<file path="src/rtl/proc_pkg.sv">
// Shared processor package: instruction-word layout, opcode map, operand
// type encodings, status bit positions and the decode classification record.
package proc_pkg;

  localparam int BUSW   = 32;  // data / operand width
  localparam int RINDW  = 12;  // register index field width
  localparam int RWORDS = 16;  // implemented registers
  localparam int PSRW   = 5;   // status width

  // Opcodes carried in ir[31:28]; 0xA..0xF are unassigned.
  localparam logic [3:0] OP_NOP = 4'h0;
  localparam logic [3:0] OP_LD  = 4'h1;
  localparam logic [3:0] OP_STR = 4'h2;
  localparam logic [3:0] OP_BRA = 4'h3;
  localparam logic [3:0] OP_XOR = 4'h4;
  localparam logic [3:0] OP_ADD = 4'h5;
  localparam logic [3:0] OP_ROT = 4'h6;
  localparam logic [3:0] OP_SHF = 4'h7;
  localparam logic [3:0] OP_HLT = 4'h8;
  localparam logic [3:0] OP_CMP = 4'h9;

  // Operand type bit values.
  localparam logic REGTYPE = 1'b0;
  localparam logic IMMTYPE = 1'b1;

  // Instruction-register field positions.
  localparam int IR_OPC_HI   = 31;
  localparam int IR_OPC_LO   = 28;
  localparam int IR_SRC_TYPE = 27;
  localparam int IR_DST_TYPE = 26;
  localparam int IR_CC_HI    = 26;
  localparam int IR_CC_LO    = 24;
  localparam int IR_SRC_HI   = 23;
  localparam int IR_SRC_LO   = 12;
  localparam int IR_DST_HI   = 11;
  localparam int IR_DST_LO   = 0;

  // Sticky status bit indices.
  localparam int STB_ILL_OPC = 0;
  localparam int STB_IMM_DST = 1;
  localparam int STB_RANGE   = 2;
  localparam int STB_HALT    = 3;
  localparam int STB_ROT_CNT = 4;

  // Decode classification of one instruction word.
  typedef struct packed {
    logic       needs_dst_rd;
    logic       needs_src_rd;
    logic       src_is_imm;
    logic       is_nop;
    logic       is_hlt;
    logic       ill_opc;
    logic       ill_imm_dst;
    logic       ill_range;
    logic       ill_rot_cnt;
    logic [2:0] cc;
  } idec_cls_t;

  // True when a register index points past the implemented bank.
  function automatic logic idx_oor(input logic [RINDW-1:0] idx);
    return (idx >= RINDW'(RWORDS));
  endfunction

endpackage

</file>
<file path="src/rtl/instr_decoder_if.sv">
// Decoder bus bundle: instruction offer, register-bank read port and
// micro-op issue channel. slave = decoder side, master = environment side.
interface instr_decoder_if;
  import proc_pkg::*;

  logic             ir_valid;
  logic             ir_ready;
  logic [BUSW-1:0]  ir;
  logic             rb_rd_en;
  logic [RINDW-1:0] rb_rd_addr;
  logic [BUSW-1:0]  rb_rd_data;
  logic             uop_valid;
  logic             uop_ready;
  logic [3:0]       uop_opcode;
  logic [RINDW-1:0] uop_dst_idx;
  logic [BUSW-1:0]  uop_dst_val;
  logic [BUSW-1:0]  uop_src_val;
  logic [2:0]       uop_cc;

  modport slave (
    input  ir_valid, ir, rb_rd_data, uop_ready,
    output ir_ready, rb_rd_en, rb_rd_addr,
    output uop_valid, uop_opcode, uop_dst_idx, uop_dst_val, uop_src_val, uop_cc
  );

  modport master (
    output ir_valid, ir, rb_rd_data, uop_ready,
    input  ir_ready, rb_rd_en, rb_rd_addr,
    input  uop_valid, uop_opcode, uop_dst_idx, uop_dst_val, uop_src_val, uop_cc
  );

endinterface

</file>
<file path="src/rtl/idec_field_classify.sv">
// Combinational field classifier: decides which register reads an
// instruction word needs, whether its source is an immediate, and which
// encoding rules it breaks.
module idec_field_classify
  import proc_pkg::*;
(
  input  logic [BUSW-1:0] ir,
  output idec_cls_t       cls
);

  logic [3:0]       opc_s;
  logic             src_t_s;
  logic             dst_t_s;
  logic [RINDW-1:0] src_idx_s;
  logic [RINDW-1:0] dst_idx_s;
  logic             dst_target_s;

  assign opc_s     = ir[IR_OPC_HI:IR_OPC_LO];
  assign src_t_s   = ir[IR_SRC_TYPE];
  assign dst_t_s   = ir[IR_DST_TYPE];
  assign src_idx_s = ir[IR_SRC_HI:IR_SRC_LO];
  assign dst_idx_s = ir[IR_DST_HI:IR_DST_LO];

  // Per-opcode read needs and rule checks; dst_target marks a register destination.
  always_comb begin
    cls.needs_dst_rd = 1'b0;
    cls.needs_src_rd = 1'b0;
    cls.src_is_imm   = 1'b0;
    cls.is_nop       = 1'b0;
    cls.is_hlt       = 1'b0;
    cls.ill_opc      = 1'b0;
    cls.ill_imm_dst  = 1'b0;
    cls.ill_range    = 1'b0;
    cls.ill_rot_cnt  = 1'b0;
    cls.cc           = 3'd0;
    dst_target_s     = 1'b0;
    case (opc_s)
      OP_NOP: cls.is_nop = 1'b1;
      OP_LD, OP_STR: begin
        cls.needs_src_rd = (src_t_s == REGTYPE);
        cls.src_is_imm   = (src_t_s == IMMTYPE);
        cls.ill_imm_dst  = (dst_t_s == IMMTYPE);
        dst_target_s     = 1'b1;
      end
      OP_BRA: cls.cc = ir[IR_CC_HI:IR_CC_LO];
      OP_XOR, OP_ADD: begin
        cls.needs_dst_rd = 1'b1;
        cls.needs_src_rd = (src_t_s == REGTYPE);
        cls.src_is_imm   = (src_t_s == IMMTYPE);
        cls.ill_imm_dst  = (dst_t_s == IMMTYPE);
        dst_target_s     = 1'b1;
      end
      OP_ROT, OP_SHF: begin
        cls.needs_dst_rd = 1'b1;
        cls.src_is_imm   = 1'b1;
        cls.ill_imm_dst  = (dst_t_s == IMMTYPE);
        cls.ill_rot_cnt  = (src_t_s == REGTYPE);
        dst_target_s     = 1'b1;
      end
      OP_HLT: cls.is_hlt = 1'b1;
      // CMP selects its source type with the bit that is the dst type elsewhere.
      OP_CMP: begin
        cls.needs_src_rd = (dst_t_s == REGTYPE);
        cls.src_is_imm   = (dst_t_s == IMMTYPE);
      end
      default: cls.ill_opc = 1'b1;
    endcase
    cls.ill_range = ((cls.needs_dst_rd || dst_target_s) && idx_oor(dst_idx_s)) ||
                    (cls.needs_src_rd && idx_oor(src_idx_s));
  end

endmodule

</file>
<file path="src/rtl/instr_decoder.sv">
// Instruction decoder top: accepts one IReg word, fetches its register
// operands over the one-cycle-latency bank port and issues one micro-op.
// Optional feature macro: INSTR_DECODER_ILLEGAL_TRAP_EN (records illegal
// encodings in status); when undefined, illegal words behave as NOP.
module instr_decoder
  import proc_pkg::*;
(
  input  logic            clk,
  input  logic            rst,
  instr_decoder_if.slave  bus,
  output logic [PSRW-1:0] status
);

  localparam logic [2:0] S_IDLE   = 3'd0;
  localparam logic [2:0] S_DEC    = 3'd1;
  localparam logic [2:0] S_RD_DST = 3'd2;
  localparam logic [2:0] S_RD_SRC = 3'd3;
  localparam logic [2:0] S_CAP    = 3'd4;
  localparam logic [2:0] S_ISSUE  = 3'd5;
  localparam logic [2:0] S_HALT   = 3'd6;

  logic [2:0]       state_r;
  logic [BUSW-1:0]  ir_r;
  logic             uop_valid_r;
  logic [3:0]       uop_opcode_r;
  logic [RINDW-1:0] uop_dst_idx_r;
  logic [BUSW-1:0]  uop_dst_val_r;
  logic [BUSW-1:0]  uop_src_val_r;
  logic [2:0]       uop_cc_r;
  logic [PSRW-1:0]  status_r;
  idec_cls_t        cls_s;
  logic             illegal_s;

  // Classification always looks at the latched word, so ir is ignored after acceptance.
  idec_field_classify u_cls (
    .ir  (ir_r),
    .cls (cls_s)
  );

  assign illegal_s = cls_s.ill_opc | cls_s.ill_imm_dst | cls_s.ill_range | cls_s.ill_rot_cnt;

  // Control FSM, operand capture and sticky status.
  always_ff @(posedge clk) begin
    if (rst) begin
      state_r       <= S_IDLE;
      ir_r          <= {BUSW{1'b0}};
      uop_valid_r   <= 1'b0;
      uop_opcode_r  <= 4'd0;
      uop_dst_idx_r <= {RINDW{1'b0}};
      uop_dst_val_r <= {BUSW{1'b0}};
      uop_src_val_r <= {BUSW{1'b0}};
      uop_cc_r      <= 3'd0;
      status_r      <= {PSRW{1'b0}};
    end else begin
      case (state_r)
        S_IDLE: begin
          if (bus.ir_valid) begin
            ir_r    <= bus.ir;
            state_r <= S_DEC;
          end
        end
        S_DEC: begin
          if (illegal_s) begin
`ifdef INSTR_DECODER_ILLEGAL_TRAP_EN
            status_r[STB_ILL_OPC] <= status_r[STB_ILL_OPC] | cls_s.ill_opc;
            status_r[STB_IMM_DST] <= status_r[STB_IMM_DST] | cls_s.ill_imm_dst;
            status_r[STB_RANGE]   <= status_r[STB_RANGE]   | cls_s.ill_range;
            status_r[STB_ROT_CNT] <= status_r[STB_ROT_CNT] | cls_s.ill_rot_cnt;
`endif
            state_r <= S_IDLE;
          end else if (cls_s.is_hlt) begin
            status_r[STB_HALT] <= 1'b1;
            state_r            <= S_HALT;
          end else if (cls_s.is_nop) begin
            state_r <= S_IDLE;
          end else begin
            uop_opcode_r  <= ir_r[IR_OPC_HI:IR_OPC_LO];
            uop_dst_idx_r <= ir_r[IR_DST_HI:IR_DST_LO];
            uop_cc_r      <= cls_s.cc;
            uop_dst_val_r <= {BUSW{1'b0}};
            uop_src_val_r <= cls_s.src_is_imm ?
                             {{(BUSW-RINDW){1'b0}}, ir_r[IR_SRC_HI:IR_SRC_LO]} : {BUSW{1'b0}};
            if (cls_s.needs_dst_rd) begin
              state_r <= S_RD_DST;
            end else if (cls_s.needs_src_rd) begin
              state_r <= S_RD_SRC;
            end else begin
              uop_valid_r <= 1'b1;
              state_r     <= S_ISSUE;
            end
          end
        end
        S_RD_DST: state_r <= cls_s.needs_src_rd ? S_RD_SRC : S_CAP;
        S_RD_SRC: begin
          // Data returning now belongs to the dst read issued last cycle.
          if (cls_s.needs_dst_rd) begin
            uop_dst_val_r <= bus.rb_rd_data;
          end
          state_r <= S_CAP;
        end
        S_CAP: begin
          if (cls_s.needs_src_rd) begin
            uop_src_val_r <= bus.rb_rd_data;
          end else begin
            uop_dst_val_r <= bus.rb_rd_data;
          end
          uop_valid_r <= 1'b1;
          state_r     <= S_ISSUE;
        end
        S_ISSUE: begin
          if (bus.uop_ready) begin
            uop_valid_r <= 1'b0;
            state_r     <= S_IDLE;
          end
        end
        S_HALT:  state_r <= S_HALT;
        default: state_r <= S_IDLE;
      endcase
    end
  end

  assign bus.ir_ready    = (state_r == S_IDLE);
  assign bus.rb_rd_en    = (state_r == S_RD_DST) || (state_r == S_RD_SRC);
  assign bus.rb_rd_addr  = (state_r == S_RD_DST) ? ir_r[IR_DST_HI:IR_DST_LO] :
                           (state_r == S_RD_SRC) ? ir_r[IR_SRC_HI:IR_SRC_LO] : {RINDW{1'b0}};
  assign bus.uop_valid   = uop_valid_r;
  assign bus.uop_opcode  = uop_opcode_r;
  assign bus.uop_dst_idx = uop_dst_idx_r;
  assign bus.uop_dst_val = uop_dst_val_r;
  assign bus.uop_src_val = uop_src_val_r;
  assign bus.uop_cc      = uop_cc_r;
  assign status          = status_r;

endmodule

</file>
<file path="src/flat_wrapper.sv">
// flat-port wrapper written by rule: the top's interface ports become plain ports
module instr_decoder_flat import proc_pkg::*;
  (clk, rst, status, bus_ir_valid, bus_ir, bus_rb_rd_data, bus_uop_ready, bus_ir_ready, bus_rb_rd_en, bus_rb_rd_addr, bus_uop_valid, bus_uop_opcode, bus_uop_dst_idx, bus_uop_dst_val, bus_uop_src_val, bus_uop_cc);
  instr_decoder_if bus_i ();
  input  logic clk;
  input  logic rst;
  output logic [PSRW-1:0] status;
  input wire logic [$bits(bus_i.ir_valid)-1:0] bus_ir_valid;
  input wire logic [$bits(bus_i.ir)-1:0] bus_ir;
  input wire logic [$bits(bus_i.rb_rd_data)-1:0] bus_rb_rd_data;
  input wire logic [$bits(bus_i.uop_ready)-1:0] bus_uop_ready;
  output wire logic [$bits(bus_i.ir_ready)-1:0] bus_ir_ready;
  output wire logic [$bits(bus_i.rb_rd_en)-1:0] bus_rb_rd_en;
  output wire logic [$bits(bus_i.rb_rd_addr)-1:0] bus_rb_rd_addr;
  output wire logic [$bits(bus_i.uop_valid)-1:0] bus_uop_valid;
  output wire logic [$bits(bus_i.uop_opcode)-1:0] bus_uop_opcode;
  output wire logic [$bits(bus_i.uop_dst_idx)-1:0] bus_uop_dst_idx;
  output wire logic [$bits(bus_i.uop_dst_val)-1:0] bus_uop_dst_val;
  output wire logic [$bits(bus_i.uop_src_val)-1:0] bus_uop_src_val;
  output wire logic [$bits(bus_i.uop_cc)-1:0] bus_uop_cc;
  assign bus_i.ir_valid = bus_ir_valid;
  assign bus_i.ir = bus_ir;
  assign bus_i.rb_rd_data = bus_rb_rd_data;
  assign bus_i.uop_ready = bus_uop_ready;
  assign bus_ir_ready = bus_i.ir_ready;
  assign bus_rb_rd_en = bus_i.rb_rd_en;
  assign bus_rb_rd_addr = bus_i.rb_rd_addr;
  assign bus_uop_valid = bus_i.uop_valid;
  assign bus_uop_opcode = bus_i.uop_opcode;
  assign bus_uop_dst_idx = bus_i.uop_dst_idx;
  assign bus_uop_dst_val = bus_i.uop_dst_val;
  assign bus_uop_src_val = bus_i.uop_src_val;
  assign bus_uop_cc = bus_i.uop_cc;
  instr_decoder u_core (.clk(clk), .rst(rst), .bus(bus_i), .status(status));
endmodule
</file>
<file path="config.mk">
export PLATFORM = sky130hd
export DESIGN_NAME = instr_decoder_flat
export DESIGN_NICKNAME = d
export VERILOG_FILES = /design/src/rtl/proc_pkg.sv /design/src/rtl/instr_decoder_if.sv /design/src/rtl/idec_field_classify.sv /design/src/rtl/instr_decoder.sv /design/src/flat_wrapper.sv
export SDC_FILE = /design/constraint.sdc
export NUM_CORES = 1
export LEC_CHECK = 0
export ABC_CLOCK_PERIOD_IN_PS = 2900
export CORE_ASPECT_RATIO = 1.25
export CORE_UTILIZATION = 47
export CTS_BUF_LIST = sky130_fd_sc_hd__clkbuf_8
export CTS_CLUSTER_SIZE = 8
export DETAILED_ROUTE_END_ITERATION = 6
export PLACE_DENSITY = 0.83
export SETUP_SLACK_MARGIN = 0.02
export SYNTH_ARGS = -nofsm -noshare
export SYNTH_HDL_FRONTEND = slang
export SYNTH_HIERARCHICAL = 1
export SYNTH_SLANG_ARGS = --single-unit
</file>
<file path="constraint.sdc">
create_clock -name clk -period 2.9 [get_ports clk]
set_input_delay 0.58 -clock clk [delete_from_list [all_inputs] [get_ports clk]]
set_output_delay 0.58 -clock clk [all_outputs]
set_load 0.005 [all_outputs]
</file>
==> key figures, run 1 <==
Status
  • Status: completed

Yosys
  • Syn Inst Count: 652
  • Synth Warn #: 6
  • Most common flop cell mapped by yosys: dfxtp_1
  • Avg Cell Area, Syn: 7.92 um2
  • Mux contribution to synthesized area: 2.52%
  • Post-Synth Simple-Gate Area: 23.8%
  • #FFs+latches synth: 120
  • Asr flop ratio synth: 0%
  • Largest family of logic cells by synthesized area: simple AND/OR/NAND/NOR gates
  • Part of the Yosys area used for sequential elements: 46.5%
  • Post-synth EDFFs: 0
  • Synthesized area: 5160 um2
  • Unique masters post-synth: 42
  • Adder-cell share of the synthesized area: 0%
  • Area share of xor/xnor cells in the synthesized design: 0%
  • Compound-Gate Fraction of Synth Area: 20.6%

Timing
  • Setup-failing EPs final: 0
  • RSZ-0062 raised after global routing: false
  • Final Hold Viols: 0
  • Post-route worst setup slack: 0.266 ns
  • Slew margin rel.: 21.9%
  • Max Freq: 380 MHz
  • Minimum clock period: 2.63 ns
  • Tcrit/Tclk final: 90.8%
  • Least-Margin Pin Slew: 1.17 ns
  • TNS Setup: 0 ns
  • Clock Skews: 0.00728 ns
  • Final Max Tran Viols: 0

Floorplanning
  • Die area: 11400 um2
  • Chip width: 95.8 um
  • Chip Height: 119 um
  • Initial Util: 48.6%
  • Row Count: 42
  • I/O pin cnt: 171
  • Core Area: 10600 um2

Global routing
  • GRT Total Usage: 27.8%
  • Largest net degree at the start of global routing: 60
  • Total gr overflow: 0
  • Number of global-route vias before repair: 5088
  • Initial antenna violation count: 0
  • First-pass GRT wire length: 24.6 mm

CTS
  • CTS buffer count: 17
  • Post-CTS resize count: 0
  • Max clock buf depth: 2
  • Worst skew pair latency: 0.43 ns
  • Post-CTS Hold Buffers: 0
  • Postcts setup bufs: 0
  • CTS tree: yes
  • Clk pin slew, worst setup/hold paths: 0.07 ns
  • Clk root buf: clkbuf_8
  • H-tree depth: 4
  • Sink Count: 120

Pwr
  • Overall power after layout: 4.30 mW
  • Standby leakage power: 2.42 nW
  • Max VDD drop: 310 uV
  • Cell area power density: 591 nW/um2

Worst setup path
  • Crit path max fanout: 19
  • Crit path DAT: 2.99 ns
  • Critical path required time: 3.26 ns
  • Worst setup EP type: register
  • Critical path type: register to register
  • CP startpoint kind: register

Placement
  • Pre-CTS setup slack: 0.130 ns
  • Dpl cell area: 6850 um2
  • GP Congestion: 0.900
  • Port buffer count: 166
  • Post-detail-place hpwl: 10.6 mm

Routing
  • Post-route antenna net violation count: 0
  • DRT iter0 DRCs: 336
  • First-pass DRT Iterations: 5
  • Drt drc: 0
  • Routed Wire Length: 15.6 mm
  • Vias per inst: 5.70
  • DR WL/cell: 16.6 um
  • Vias: 5342

Final layout
  • Most frequent cells in the layout: clkdlybuf4s50_1, nand2_1, dfxtp_1, a21oi_1, nand3_1
  • Diodes inserted: 0
  • Finished Cell Area: 7280 um2
  • Total area of sequential cells: 2400 um2
  • Final nets: 861
  • Filler cells: 816
  • Commonest non-fill, non-tap cell in the layout: clkdlybuf4s50_1
  • Fraction of layout cells with a size suffix above 1: 7.45%
  • Area of the multi-input gates: 2460 um2
  • Area growth syn-to-layout: 41.0%

Min path
  • Worst Hold Class: register to register

Flow run
  • Max_cap viols: 0
## cell type report
type | instances | area share [%]
Sequential cell | 120 | 33.0
Inverter | 5 | 0.258
Timing Repair Buffer | 183 | 24.9
Clock inverter | 9 | 1.67
Tap cell | 132 | 2.27
Clock buffer | 22 | 4.16
Multi-Input combinational cell | 466 | 33.8
## state kept, by name (all words and copies together), names as in the netlist
signal and flops:
u_core/bus.uop_cc 3, u_core/bus.uop_dst_idx 12, u_core/bus.uop_dst_val 32, u_core/bus.uop_opcode 4
u_core/bus.uop_src_val 32, u_core/bus.uop_valid 1, u_core/ir_r 32, u_core/state_r 3
u_core/status 1
## worst paths after layout
kind                                                start                                 endpoint  slack (ns)  cells after the start
setup / recovery             u_core/ir_r[31]$_SDFFE_PP0P_   u_core/bus.uop_dst_idx[1]$_SDFFE_PP0P_        0.27                      9
hold / removal    u_core/bus.uop_src_val[17]$_SDFFE_PP0P_  u_core/bus.uop_src_val[17]$_SDFFE_PP0P_        0.45                      2
setup reg to reg             u_core/ir_r[31]$_SDFFE_PP0P_   u_core/bus.uop_dst_idx[1]$_SDFFE_PP0P_        0.27                      9
hold reg to reg   u_core/bus.uop_src_val[17]$_SDFFE_PP0P_  u_core/bus.uop_src_val[17]$_SDFFE_PP0P_        0.45                      2
## Yosys cell counts, types with 2 or more instances
| cell type | count | area (um2) |
|---|---|---|
| a21oi_1 | 108 | 541 |
| a311oi_1 | 12 | 105 |
| a32oi_1 | 2 | 17.5 |
| and2_1 | 6 | 37.5 |
| and3_1 | 2 | 12.5 |
| buf_2 | 24 | 120 |
| buf_4 | 9 | 67.6 |
| buf_6 | 2 | 22.5 |
| clkbuf_1 | 28 | 105 |
| dfxtp_1 | 120 | 2400 |
| inv_1 | 5 | 18.8 |
| mux2i_1 | 13 | 130 |
| nand2_1 | 143 | 537 |
| nand2b_1 | 4 | 25.0 |
| nand3_1 | 66 | 330 |
| nor2_1 | 32 | 120 |
| nor2b_1 | 4 | 25.0 |
| nor3_1 | 7 | 35.0 |
| nor4_1 | 5 | 31.3 |
| nor4b_1 | 2 | 17.5 |
| o211ai_1 | 32 | 240 |
| o21ai_0 | 3 | 15.0 |
| o21ai_2 | 2 | 17.5 |
| o21bai_1 | 3 | 22.5 |
## per-layer routing
layer	wire length, um	GRT usage (%)
met5	0	0
met2	7680	45.9
met3	1410	7.41
met1	6170	33.5
met4	297	11.6
## through the flow
stage / utilization (%) / instances / hold slack, ns
after floorplan: - / 655 / 0.432
after global placement: 64.5 / 906 / 0.439
after detailed placement: 64.5 / 906 / 0.445
after CTS: 68.5 / 937 / 0.454
after global routing: 68.6 / 937 / 0.472
final: 68.6 / 937 / 0.455
## power breakdown
group | switching [mW] | internal [mW] | leakage (nW)
clock network | 0.644 | 0.951 | 0.222
registers | 0.0837 | 1.74 | 0.973
logic | 0.518 | 0.363 | 1.22
total | 1.25 | 3.06 | 2.42
## cells by family after synthesis
group / after synthesis
simple gates: 277
compound gates: 172
flops: 120
buf+inv: 69
mux: 13
other cells: 1
## critical path: stages, from the launching register on
cell and delay (ns):
dfxtp_1 0.54, nor2_2 0.13, o21ai_2 0.16, o211ai_2 0.21, a22o_1 0.29, nor4b_2 0.32, and3_4 0.37, buf_4 0.28
nand2_1 0.09, a21oi_1 0.15
(Power assumes the default switching activity.)
==> inputs of run 2 (changes only) <==
- CORE_UTILIZATION: 47 -> 40
- PLACE_DENSITY: 0.83 -> 0.72
- TNS_END_PERCENT: not set -> 30
==> key figures, run 2 (synthesis results as in run 1) <==
Worst setup path
  • Critical path type: register to register
  • Crit path max-delay cell type: dfxtp_1
  • Critical path required time: 3.26 ns
  • Reg-to-reg slack, setup: 0.31 ns
  • Crit path max fanout: 25
  • Crit path cell chain: nor3b_1 -> o21ai_2 -> o211ai_2 -> a22o_1 -> nor4b_2 -> and3_2 -> buf_4 -> o211ai_1 -> a21oi_1
  • Crit path largest cell delay: 0.55 ns
  • Worst setup EP type: register
  • Crit path DAT: 2.95 ns
  • CP startpoint kind: register

CTS
  • H-tree depth: 4
  • CTS buffer count: 17
  • Postcts setup bufs: 0
  • Clk root buf: clkbuf_8
  • Worst skew pair latency: 0.43 ns
  • Post-CTS Hold Buffers: 0
  • Max clock buf depth: 2
  • CTS tree: yes
  • Sink Count: 120
  • Clk pin slew, worst setup/hold paths: 0.08 ns

Routing
  • Routed Wire Length: 15.8 mm
  • DRT iter0 DRCs: 349
  • Vias per inst: 5.40
  • DR WL/cell: 16.2 um
  • First-pass DRT Iterations: 5
  • Drt drc: 0
  • Vias: 5270
  • Post-route antenna net violation count: 0

Flow run
  • Max_cap viols: 0

Timing
  • Hold Slack: 0.453 ns
  • Max Freq: 387 MHz
  • Minimum clock period: 2.59 ns
  • Tcrit/Tclk final: 89.2%
  • RSZ-0062 raised after global routing: false
  • Final Hold Viols: 0
  • Setup-failing EPs final: 0
  • Clock Skews: 0.0119 ns
  • TNS Setup: 0 ns
  • Least-Margin Pin Slew: 0.504 ns
  • Final Max Tran Viols: 0
  • Slew margin rel.: 66.4%

Global routing
  • GRT Total Usage: 23.9%
  • Number of global-route vias before repair: 4990
  • Total gr overflow: 0
  • First-pass GRT wire length: 25.3 mm
  • Initial antenna violation count: 0
  • Largest net degree at the start of global routing: 75

Final layout
  • Diodes inserted: 0
  • Commonest non-fill, non-tap cell in the layout: clkdlybuf4s50_1
  • Final nets: 863
  • Most frequent cells in the layout: clkdlybuf4s50_1, nand2_1, dfxtp_1, a21oi_1, nand3_1
  • Fraction of layout cells with a size suffix above 1: 7.92%
  • Area growth syn-to-layout: 40.9%
  • Filler cells: 1156

Min path
  • Worst Hold Class: register to register

Floorplanning
  • I/O pin cnt: 171
  • Row Count: 46
  • Chip width: 104 um
  • Chip Height: 129 um
  • Initial Util: 40.8%
  • Core Area: 12700 um2
  • Die area: 13400 um2

Placement
  • Port buffer count: 166
  • Post-detail-place hpwl: 11.1 mm
  • GP Congestion: 0.851

Pwr
  • Cell area power density: 558 nW/um2
  • Standby leakage power: 2.38 nW
  • Max VDD drop: 249 uV

Status
  • Status: completed
[run 2: cell types whose count changed in the layout (fill, tap and decap cells not counted), moves of 2 or more]
cell and delta:
buf_4 +2, clkinvlp_4 +2, clkbuf_8 -2, bufinv_16 -3
clkinv_4 +2, inv_6 +4
[run 2: worst max-delay path, delay by kind of cell, from the launching register on]
family / cells / cell delay, ns
AO/OA/AOI/OAI: 5 / 1.01
flip-flops: 1 / 0.55
buffers and inverters: 1 / 0.29
AND/OR/NAND/NOR: 3 / 0.66
[run 2: stage by stage]
| step | power, mW | cells | setup WS [ns] | utilization (%) | area, um2 |
|---|---|---|---|---|---|
| 5_1_grt | 4.26 | 976 | 0.106 | 57.5 | 7280 |
| 4_1_cts | 4.09 | 976 | 0.0697 | 57.4 | 7270 |
| 3_5_place_dp | 2.73 | 944 | 0.301 | 54.5 | 6910 |
| 3_3_place_gp | 2.71 | 944 | 0.455 | 54.5 | 6910 |
| 2_1_floorplan | 2.37 | 655 | 0.704 | - | 5170 |
| 6_report | 4.06 | 976 | 0.313 | 57.5 | 7280 |
[run 2: where the power goes]
group,switching [mW],internal [mW],leakage (nW)
registers,0.0983,1.74,0.973
clock network,0.692,0.667,0.182
logic,0.499,0.365,1.23
total,1.29,2.77,2.38
[run 2: per-layer routing]
layer / wire length (um) / vias to the layer above / track usage (%)
met5: 0 / - / 0
met4: 333 / 0 / 10.1
met3: 1100 / 27 / 6.24
met2: 7750 / 263 / 39.9
met1: 6600 / 2435 / 29.3
li1: - / 2545 / -
[run 2: area by class of cell]
type,count,area (um2),area share (%)
Timing Repair Buffer,185,1830,25.1
Inverter,5,18.8,0.258
Clock buffer,20,275,3.78
Tap cell,168,210,2.89
Clock inverter,12,90.1,1.24
Multi-Input combinational cell,466,2450,33.7
Sequential cell,120,2400,33.0
[run 2: worst paths after layout]
kind | startpoint | endpoint | cells past startpoint
worst min-delay path | u_core/bus.uop_src_val[14]$_SDFFE_PP0P_ | u_core/bus.uop_src_val[14]$_SDFFE_PP0P_ | 2
worst min register to register | u_core/bus.uop_src_val[14]$_SDFFE_PP0P_ | u_core/bus.uop_src_val[14]$_SDFFE_PP0P_ | 2
worst max-delay path | u_core/ir_r[30]$_SDFFE_PP0P_ | u_core/bus.uop_dst_val[29]$_SDFFE_PP0P_ | 9
worst max register to register | u_core/ir_r[30]$_SDFFE_PP0P_ | u_core/bus.uop_dst_val[29]$_SDFFE_PP0P_ | 9
[run 2: repair_timing]
item,in CTS,in global routing
gates resized for setup,0,2
setup endpoints to repair,0,13
endpoints found under the hold margin,0,0
==> inputs of run 3 (changes only) <==
- DONT_BUFFER_PORTS: not set -> 1
- PLACE_DENSITY: 0.72 -> 0.55
==> key figures, run 3 (synthesis results as in run 1) <==
Status
  • Status: completed

Global routing
  • Largest net degree at the start of global routing: 121
  • Grt peak-use layer: met2
  • Met1 Track Usage GR: 25.9%
  • Met3 usage: 8.65%
  • Total gr overflow: 0
  • Met2 Resource Use GR: 35.5%
  • GRT Total Usage: 22.2%
  • Initial antenna violation count: 0
  • First-pass GRT wire length: 23.2 mm
  • Number of global-route vias before repair: 4391

Worst setup path
  • Critical path required time: 3.26 ns
  • Crit path largest cell delay: 0.55 ns
  • Crit path max fanout: 53
  • Crit path DAT: 2.99 ns
  • Crit path max-delay cell type: dfxtp_1
  • Worst setup EP type: register
  • CP startpoint kind: register
  • Critical path type: register to register
  • Crit path cell chain: nor2_2 -> o21ai_2 -> o211ai_2 -> a22o_1 -> nor4b_1 -> and3_2 -> buf_12 -> o211ai_1 -> a21oi_1

Min path
  • Worst Hold Class: primary input to register

Timing
  • Minimum clock period: 2.64 ns
  • Slew margin rel.: 52.1%
  • Setup-failing EPs final: 0
  • Least-Margin Pin Slew: 0.718 ns
  • Tcrit/Tclk final: 90.9%
  • TNS Setup: 0 ns
  • Final Max Tran Viols: 0
  • Clock Skews: 0.00974 ns
  • Max Freq: 379 MHz
  • Final Hold Viols: 0
  • RSZ-0062 raised after global routing: false

Routing
  • Vias: 4595
  • Vias per inst: 5.74
  • Post-route antenna net violation count: 0
  • DR WL/cell: 18.7 um
  • DRT iter0 DRCs: 277
  • Routed Wire Length: 15.0 mm
  • First-pass DRT Iterations: 4
  • Drt drc: 0

Final layout
  • Commonest non-fill, non-tap cell in the layout: nand2_1
  • Final nets: 690
  • Most frequent cells in the layout: nand2_1, dfxtp_1, a21oi_1, nand3_1
  • Area growth syn-to-layout: 9.13%
  • Filler cells: 1289
  • Fraction of layout cells with a size suffix above 1: 8.21%
  • Diodes inserted: 0

Floorplanning
  • Chip Height: 129 um
  • I/O pin cnt: 171
  • Initial Util: 40.8%
  • Core Area: 12700 um2
  • Chip width: 104 um
  • Die area: 13400 um2
  • Row Count: 46

CTS
  • Max clock buf depth: 2
  • Clk root buf: clkbuf_8
  • Clk pin slew, worst setup/hold paths: 0.07 ns
  • Post-CTS Hold Buffers: 0
  • CTS tree: yes
  • Worst skew pair latency: 0.43 ns
  • Sink Count: 120
  • H-tree depth: 4
  • Post-CTS resize count: 0
  • CTS buffer count: 17
  • Postcts setup bufs: 0

Placement
  • Post-detail-place hpwl: 9.77 mm
  • Port buffer count: 0
  • GP Congestion: 0.825

Pwr
  • Max VDD drop: 298 uV
  • Overall power after layout: 4.19 mW
  • Seq pwr share: 44.4%
  • Combinational share of power: 14.8%
  • Standby leakage power: 1.80 nW
  • Sw Ratio: 28.6%
  • Internal power: 2.99 mW
  • Clock power frac: 40.8%
  • Switch Pwr: 1.20 mW
  • Cell area power density: 744 nW/um2

Flow run
  • Max_cap viols: 0
## run 3: cell count changes in the layout (fill, tap and decap cells not counted), sizes merged
cell	change
buf	-8
bufinv	+5
clkbuf	-1
clkdlybuf4s50	-165
clkinvlp	-3
inv	-3
## run 3: final timing paths
path              slack [ns]  cells after the start                                      end                         start
setup / recovery        0.26                      9  u_core/bus.uop_dst_val[31]$_SDFFE_PP0P_  u_core/ir_r[31]$_SDFFE_PP0P_
hold / removal          0.22                      1   u_core/bus.uop_dst_idx[0]$_SDFFE_PP0P_                           rst
setup reg to reg        0.26                      9  u_core/bus.uop_dst_val[31]$_SDFFE_PP0P_  u_core/ir_r[31]$_SDFFE_PP0P_
hold reg to reg         0.45                      2             u_core/ir_r[25]$_SDFFE_PP0P_  u_core/ir_r[25]$_SDFFE_PP0P_
## run 3: cell type report
| class | count | area, um2 | area share, % |
|---|---|---|---|
| multi-input cells | 466 | 2450 | 43.5 |
| flip-flops and latches | 120 | 2400 | 42.6 |
| clock inverters | 11 | 179 | 3.17 |
| repair buffers | 12 | 115 | 2.04 |
| inverters | 5 | 18.8 | 0.333 |
| well taps | 168 | 210 | 3.73 |
| clock buffers | 19 | 262 | 4.64 |
## run 3: critical path, delay by kind of cell (launching register included)
family | cells | cell delay, ns
compound gates | 5 | 0.96
buf+inv | 1 | 0.26
flops | 1 | 0.55
simple gates | 3 | 0.79
## run 3: power by group through the flow
stage                     combinational, mW  sequential, mW  clock [mW]
after floorplan                       0.533            1.84           0
after global placement                0.611            1.89           0
after detailed placement              0.620            1.90           0
after CTS                             0.622            1.86        1.74
after global routing                  0.685            1.87        1.82
final                                 0.620            1.86        1.71
## run 3: metrics by stage
| stage | utilization [%] | worst slack (ns) | hold slack (ns) | cell area (um2) | std cells |
|---|---|---|---|---|---|
| after floorplan | - | 0.704 | 0.432 | 5170 | 655 |
| after global placement | 41.0 | 0.395 | 0.432 | 5190 | 771 |
| after detailed placement | 41.0 | 0.312 | 0.439 | 5190 | 771 |
| after CTS | 44.5 | 0.288 | 0.194 | 5640 | 801 |
| after global routing | 44.5 | 0.0703 | 0.183 | 5640 | 801 |
| final | 44.5 | 0.264 | 0.220 | 5640 | 801 |
## run 3: layer usage
layer  vias up  wire [um]
met3        28       1300
met4         0        383
met1      2168       6340
li1       2207          -
met2       192       6940
met5         -          0
